===== config.mk =====
export PLATFORM = sky130hd
export DESIGN_NAME = fpdiv_result_stage
export DESIGN_NICKNAME = d
export VERILOG_FILES = /design/src/rtl/fpdiv_pkg.sv /design/src/rtl/fp_classify.sv /design/src/rtl/fpdiv_result_stage.sv
export SDC_FILE = /design/constraint.sdc
export NUM_CORES = 1
export LEC_CHECK = 0
export ABC_AREA = 1
export CAP_MARGIN = 40
export CORE_ASPECT_RATIO = 1.1
export CORE_MARGIN = 10
export CORE_UTILIZATION = 35
export CTS_CLUSTER_SIZE = 24
export DETAILED_ROUTE_END_ITERATION = 8
export HOLD_SLACK_MARGIN = 0.02
export MAX_ROUTING_LAYER = met4
export PLACE_DENSITY = 0.72
export SLEW_MARGIN = 20
export SYNTH_ARGS = -nofsm -noshare
export SYNTH_HDL_FRONTEND = slang
export SYNTH_HIERARCHICAL = 1
export SYNTH_SLANG_ARGS = --single-unit

===== constraint.sdc =====
create_clock -name clk -period 2.3 [get_ports clk]
set_clock_uncertainty 0.1 [all_clocks]
set_input_delay 0.23 -clock clk [delete_from_list [all_inputs] [get_ports clk]]
set_output_delay 0.23 -clock clk [all_outputs]
set_load 0.01 [all_outputs]

===== src/rtl/fpdiv_pkg.sv =====
// fpdiv_pkg: shared operand classes, result record and IEEE-754 single constants.
package fpdiv_pkg;
    typedef enum logic [2:0] {FP_NORMAL, FP_ZERO, FP_INF, FP_QNAN, FP_SNAN} fp_class_t;
    typedef struct packed {
        logic [31:0] result;
        logic        nv;
        logic        dz;
    } fp_result_t;
    localparam logic [7:0]  FP_EXP_MAX      = 8'hFF;
    localparam logic [31:0] FP_POS_INF      = 32'h7F80_0000;
    localparam logic [31:0] FP_QNAN_DEFAULT = 32'h7FC0_0000;
endpackage


===== src/rtl/fp_classify.sv =====
// fp_classify: sorts one IEEE single operand into its class; denormals become zero when FTZ=1.
module fp_classify
    import fpdiv_pkg::*;
#(
    parameter bit FTZ = 1'b1
) (
    input  logic [31:0] x,
    output fp_class_t   cls,
    output logic        sign
);
    logic [7:0]  e;
    logic [22:0] f;
    assign e    = x[30:23];
    assign f    = x[22:0];
    assign sign = x[31];
    always_comb begin
        cls = FP_NORMAL;
        if (e == FP_EXP_MAX)
            cls = (f == '0) ? FP_INF : (f[22] ? FP_QNAN : FP_SNAN);
        else if (e == '0)
            cls = (f == '0 || FTZ) ? FP_ZERO : FP_NORMAL;
    end
endmodule


===== src/rtl/fpdiv_result_stage.sv =====
// fpdiv_result_stage: special-operand override of the fpdiv quotient, delivered through a 2-entry skid buffer.
module fpdiv_result_stage
    import fpdiv_pkg::*;
#(
    parameter logic [31:0] QNAN = FP_QNAN_DEFAULT,
    parameter bit          FTZ  = 1'b1
) (
    input  logic        clk,
    input  logic        reset,
    input  logic        in_valid,
    output logic        in_ready,
    input  logic [31:0] dividend,
    input  logic [31:0] divisor,
    input  logic [31:0] quotient,
    output logic        out_valid,
    input  logic        out_ready,
    output logic [31:0] result,
    output logic        flag_nv,
    output logic        flag_dz
);
    fp_class_t   ca, cb;
    logic        sa, sb, sign, a_nan, b_nan;
    logic [31:0] inf_r, zero_r;
    fp_result_t  nxt, main_q, skid_q;
    logic        main_v, skid_v, accept, emit;

    fp_classify #(.FTZ(FTZ)) u_a (.x(dividend), .cls(ca), .sign(sa));
    fp_classify #(.FTZ(FTZ)) u_b (.x(divisor),  .cls(cb), .sign(sb));

    assign sign   = sa ^ sb;
    assign a_nan  = ca == FP_QNAN || ca == FP_SNAN;
    assign b_nan  = cb == FP_QNAN || cb == FP_SNAN;
    assign inf_r  = {sign, FP_POS_INF[30:0]};
    assign zero_r = {sign, 31'h0};

    always_comb begin
        nxt = '{result: quotient, nv: 1'b0, dz: 1'b0};
        if (a_nan || b_nan)
            nxt = '{result: QNAN, nv: ca == FP_SNAN || cb == FP_SNAN, dz: 1'b0};
        else if ((ca == FP_ZERO && cb == FP_ZERO) || (ca == FP_INF && cb == FP_INF))
            nxt = '{result: QNAN, nv: 1'b1, dz: 1'b0};
        else if (ca == FP_INF)
            nxt = '{result: inf_r, nv: 1'b0, dz: 1'b0};
        else if (cb == FP_ZERO)
            nxt = '{result: inf_r, nv: 1'b0, dz: 1'b1};
        else if (ca == FP_ZERO || cb == FP_INF)
            nxt = '{result: zero_r, nv: 1'b0, dz: 1'b0};
    end

    assign in_ready  = ~skid_v;
    assign accept    = in_valid && in_ready;
    assign emit      = main_v && out_ready;
    assign out_valid = main_v;
    assign result    = main_q.result;
    assign flag_nv   = main_q.nv;
    assign flag_dz   = main_q.dz;

    // accept is impossible while the skid entry is full, so refill from skid never races an input
    always_ff @(posedge clk) begin
        if (reset) begin
            main_v <= 1'b0;
            skid_v <= 1'b0;
            main_q <= '0;
            skid_q <= '0;
        end else if (!main_v || emit) begin
            if (skid_v) begin
                main_q <= skid_q;
                main_v <= 1'b1;
                skid_v <= 1'b0;
            end else begin
                main_v <= accept;
                if (accept) main_q <= nxt;
            end
        end else if (accept) begin
            skid_q <= nxt;
            skid_v <= 1'b1;
        end
    end
endmodule


==> flow_summary.ini <==
[outcome]
status = complete, no violations

[layout]
syn_to_final_growth_pct = 44.91
final_common_cell = clkdlybuf4s50_1
mostFrequentLayoutCells = 135 x clkdlybuf4s50_1, 94 x a21oi_1, 69 x dfxtp_1
design_area_um2 = 5164
drive_above_1_share_pct = 8.183
nFillCells = 965
regArea_um2 = 1403
layout.nets = 706
multi_input_area_um2 = 1770
diodes = 0

[clock_network]
cts_tree = built
post-cts-setup-buffer-count = 0
insertion_delay_ps = 340
path_clk_slew_ps = 90
ctsHtreeMaxLevel = 3
hold_buffers = 0
cts_resized = 0
cts_root_buf = clkbuf_8
cts_buffer_depth = 2
numCtsBuffers = 9
clkSinkCount = 70

[global_routing]
grt_usage_pct = 15.61
gr-total-overflow = 0
grt_antenna_before_repair = 0
grt_pass1_wl_um = 18360
grt_pass1_vias = 3833
grt_max_degree = 60

[die]
start_util_pct = 36.03
die-height_um = 125.8
dieWidth_um = 116.2
io_pins = 136
coreArea_um2 = 9889
row_count = 38
dieArea_um2 = 14620

[setup_path]
cp_common_cell = inv_1
critical_path_class = input pin to flip-flop
r2r-start = skid_v$_SDFFE_PP0P_
r2r_setup_slack_ps = 700
crit_path_start_kind = input pin
reg2regPathDepth = 6
critPathCaptureType = flip-flop
cp_data_required_time_ps = 2440
crit_family = buffers and inverters
slowest_delay_ps = 480
cp.buffers_inverters = 4
worstReg2RegEnd = skid_q[15]$_SDFFE_PP0P_
arrival_ps = 2200
crit_fanout = 8
crit_chain = clkdlybuf4s50_1, nand4_1, or2_1, o21ai_1, buf_4, nand3_2, nand2_4, inv_1, nand2_1, nand3_1, o21ai_0, inv_1
critPathSlowestCell = clkdlybuf4s50_1

[drt]
ant_nets = 0
routed_via_density = 5.197
wl_per_cell_um = 15.25
finalWirelength_um = 11150
first_iter_violations = 239
vias = 3799
drc = 0
dr.pass1.iters = 4

[logic_synthesis]
syn_avg_cell_area_um2 = 7.393
synth-seq-area-share_pct = 39.33
synth_cell_type_count = 30
ys_ff_latch = 70
synth_cells = 482
syn_nets = 582
netlist_area_um2 = 3563
yosysWarnings = 6

[min_path]
hold_path.class = input pin to flip-flop
min_from = quotient[11]
min_delay_path_depth = 3
holdPathEnd = skid_q[13]$_SDFFE_PP0P_

[timing]
worst_pin_slew_ps = 513.6
fin_crit_sh_pct = 89.39
fin_tns_setup_ps = 0
finalHoldViolations = 0
drv_slew = 0
timing.slew.headroom_pct = 65.76
max_freq_mhz = 486.4
rsz0062_at_grt = no
min_period_ps = 2056
finalSetupViolations = 0

[placement]
dp_hpwl_um = 8183
portBuffers = 135
gp_congestion = 0.7578
placedInstanceArea_um2 = 4959

[pwr]
p_leak_nw = 2.167
design_power_total_mw = 2.931
power_density_nw_per_um2 = 567.7
peakVddDrop_uv = 357.8

[job]
maxCapViolations = 0
[cells in the mapped netlist]
cell	instances	area share [%]
o21ai_1	17	2.4
nand3_1	37	5.2
inv_2	1	0.11
clkbuf_1	10	1.1
inv_8	1	0.32
nand2_1	42	4.4
o21ai_0	55	7.7
dfxtp_1	70	39
nand3_4	1	0.49
a21oi_2	2	0.49
nand4_2	1	0.35
xor2_1	1	0.25
inv_1	25	2.6
buf_2	6	0.84
buf_4	11	2.3
nor4_1	4	0.70
or2_0	2	0.35
inv_4	2	0.35
nand2_2	1	0.18
or2_1	2	0.35
nor2_1	50	5.3
a21oi_1	94	13
nor3_1	2	0.28
nand2_4	2	0.63
nor2_8	3	1.7
buf_6	8	2.5
buf_8	2	0.84
nor2_4	1	0.32
nand4_1	26	4.6
nand3_2	3	0.84
[worst max path at each step]
stage / start / end / slack, ps / cells after the start
final: dividend[29] / skid_q[31]$_SDFFE_PP0P_ / 240 / 12
after CTS: dividend[29] / skid_q[32]$_SDFFE_PP0P_ / 260 / 12
after floorplan: dividend[1] / skid_q[26]$_SDFFE_PP0P_ / 500 / 12
after detailed placement: dividend[29] / skid_q[31]$_SDFFE_PP0P_ / -110 / 12
after global placement: divisor[29] / result[13]$_SDFFE_PP0P_ / -30 / 11
after global routing: dividend[26] / skid_q[27]$_SDFFE_PP0P_ / 70 / 12
[registers in the layout, summed over array words and instances, names as in the netlist]
name and flops:
result 32, skid_q 34, flag_nv 1, out_valid 1, skid_v 1, flag_dz 1
[where the power goes]
group | switching, mW | leakage [nW] | internal [mW] | total, mW
Sequential | 0.0372 | 0.576 | 1.29 | 1.33
Combinational | 0.252 | 1.50 | 0.328 | 0.580
Clock | 0.510 | 0.0944 | 0.515 | 1.03
Total | 0.799 | 2.17 | 2.13 | 2.93
[kinds of logic after synthesis]
family	synth area share, %
compound gates	23.81
xor+xnor	0.2458
buf+inv	10.99
flops	39.33
simple gates	25.63
[per-layer routing]
layer	share of wire (%)	vias up	global-route usage (%)
met2	53	114	27.37
met5	0	-	-
met4	0.96	0	3.537
li1	-	1921	-
met3	5.1	11	4.226
met1	41	1753	17.08
[layout make-up]
cell class / instances / area share (%)
multi-input cells: 346 / 34.29
flip-flops and latches: 70 / 27.16
inverters: 29 / 2.350
well taps: 120 / 2.908
clock buffers: 9 / 2.399
repair buffers: 150 / 29.32
clock inverters: 7 / 1.575
[tightest hold or removal path, cell delays in order]
cell             delay (ps)
clkdlybuf4s50_1         430
nand3_1                  90
a21oi_1                  50
[per-stage QoR]
stage	setup WS [ps]	instances	util, %	hold slack, ps
6_report	244.1	731	52.21	403.3
5_1_grt	71.83	731	52.21	395.9
4_1_cts	257.7	731	52.21	386.6
3_5_place_dp	-112.6	715	50.14	414.1
3_3_place_gp	-27.71	715	50.14	409.1
2_1_floorplan	501.0	482	-	288.1
Note: power is estimated with default switching activity, not from simulation.
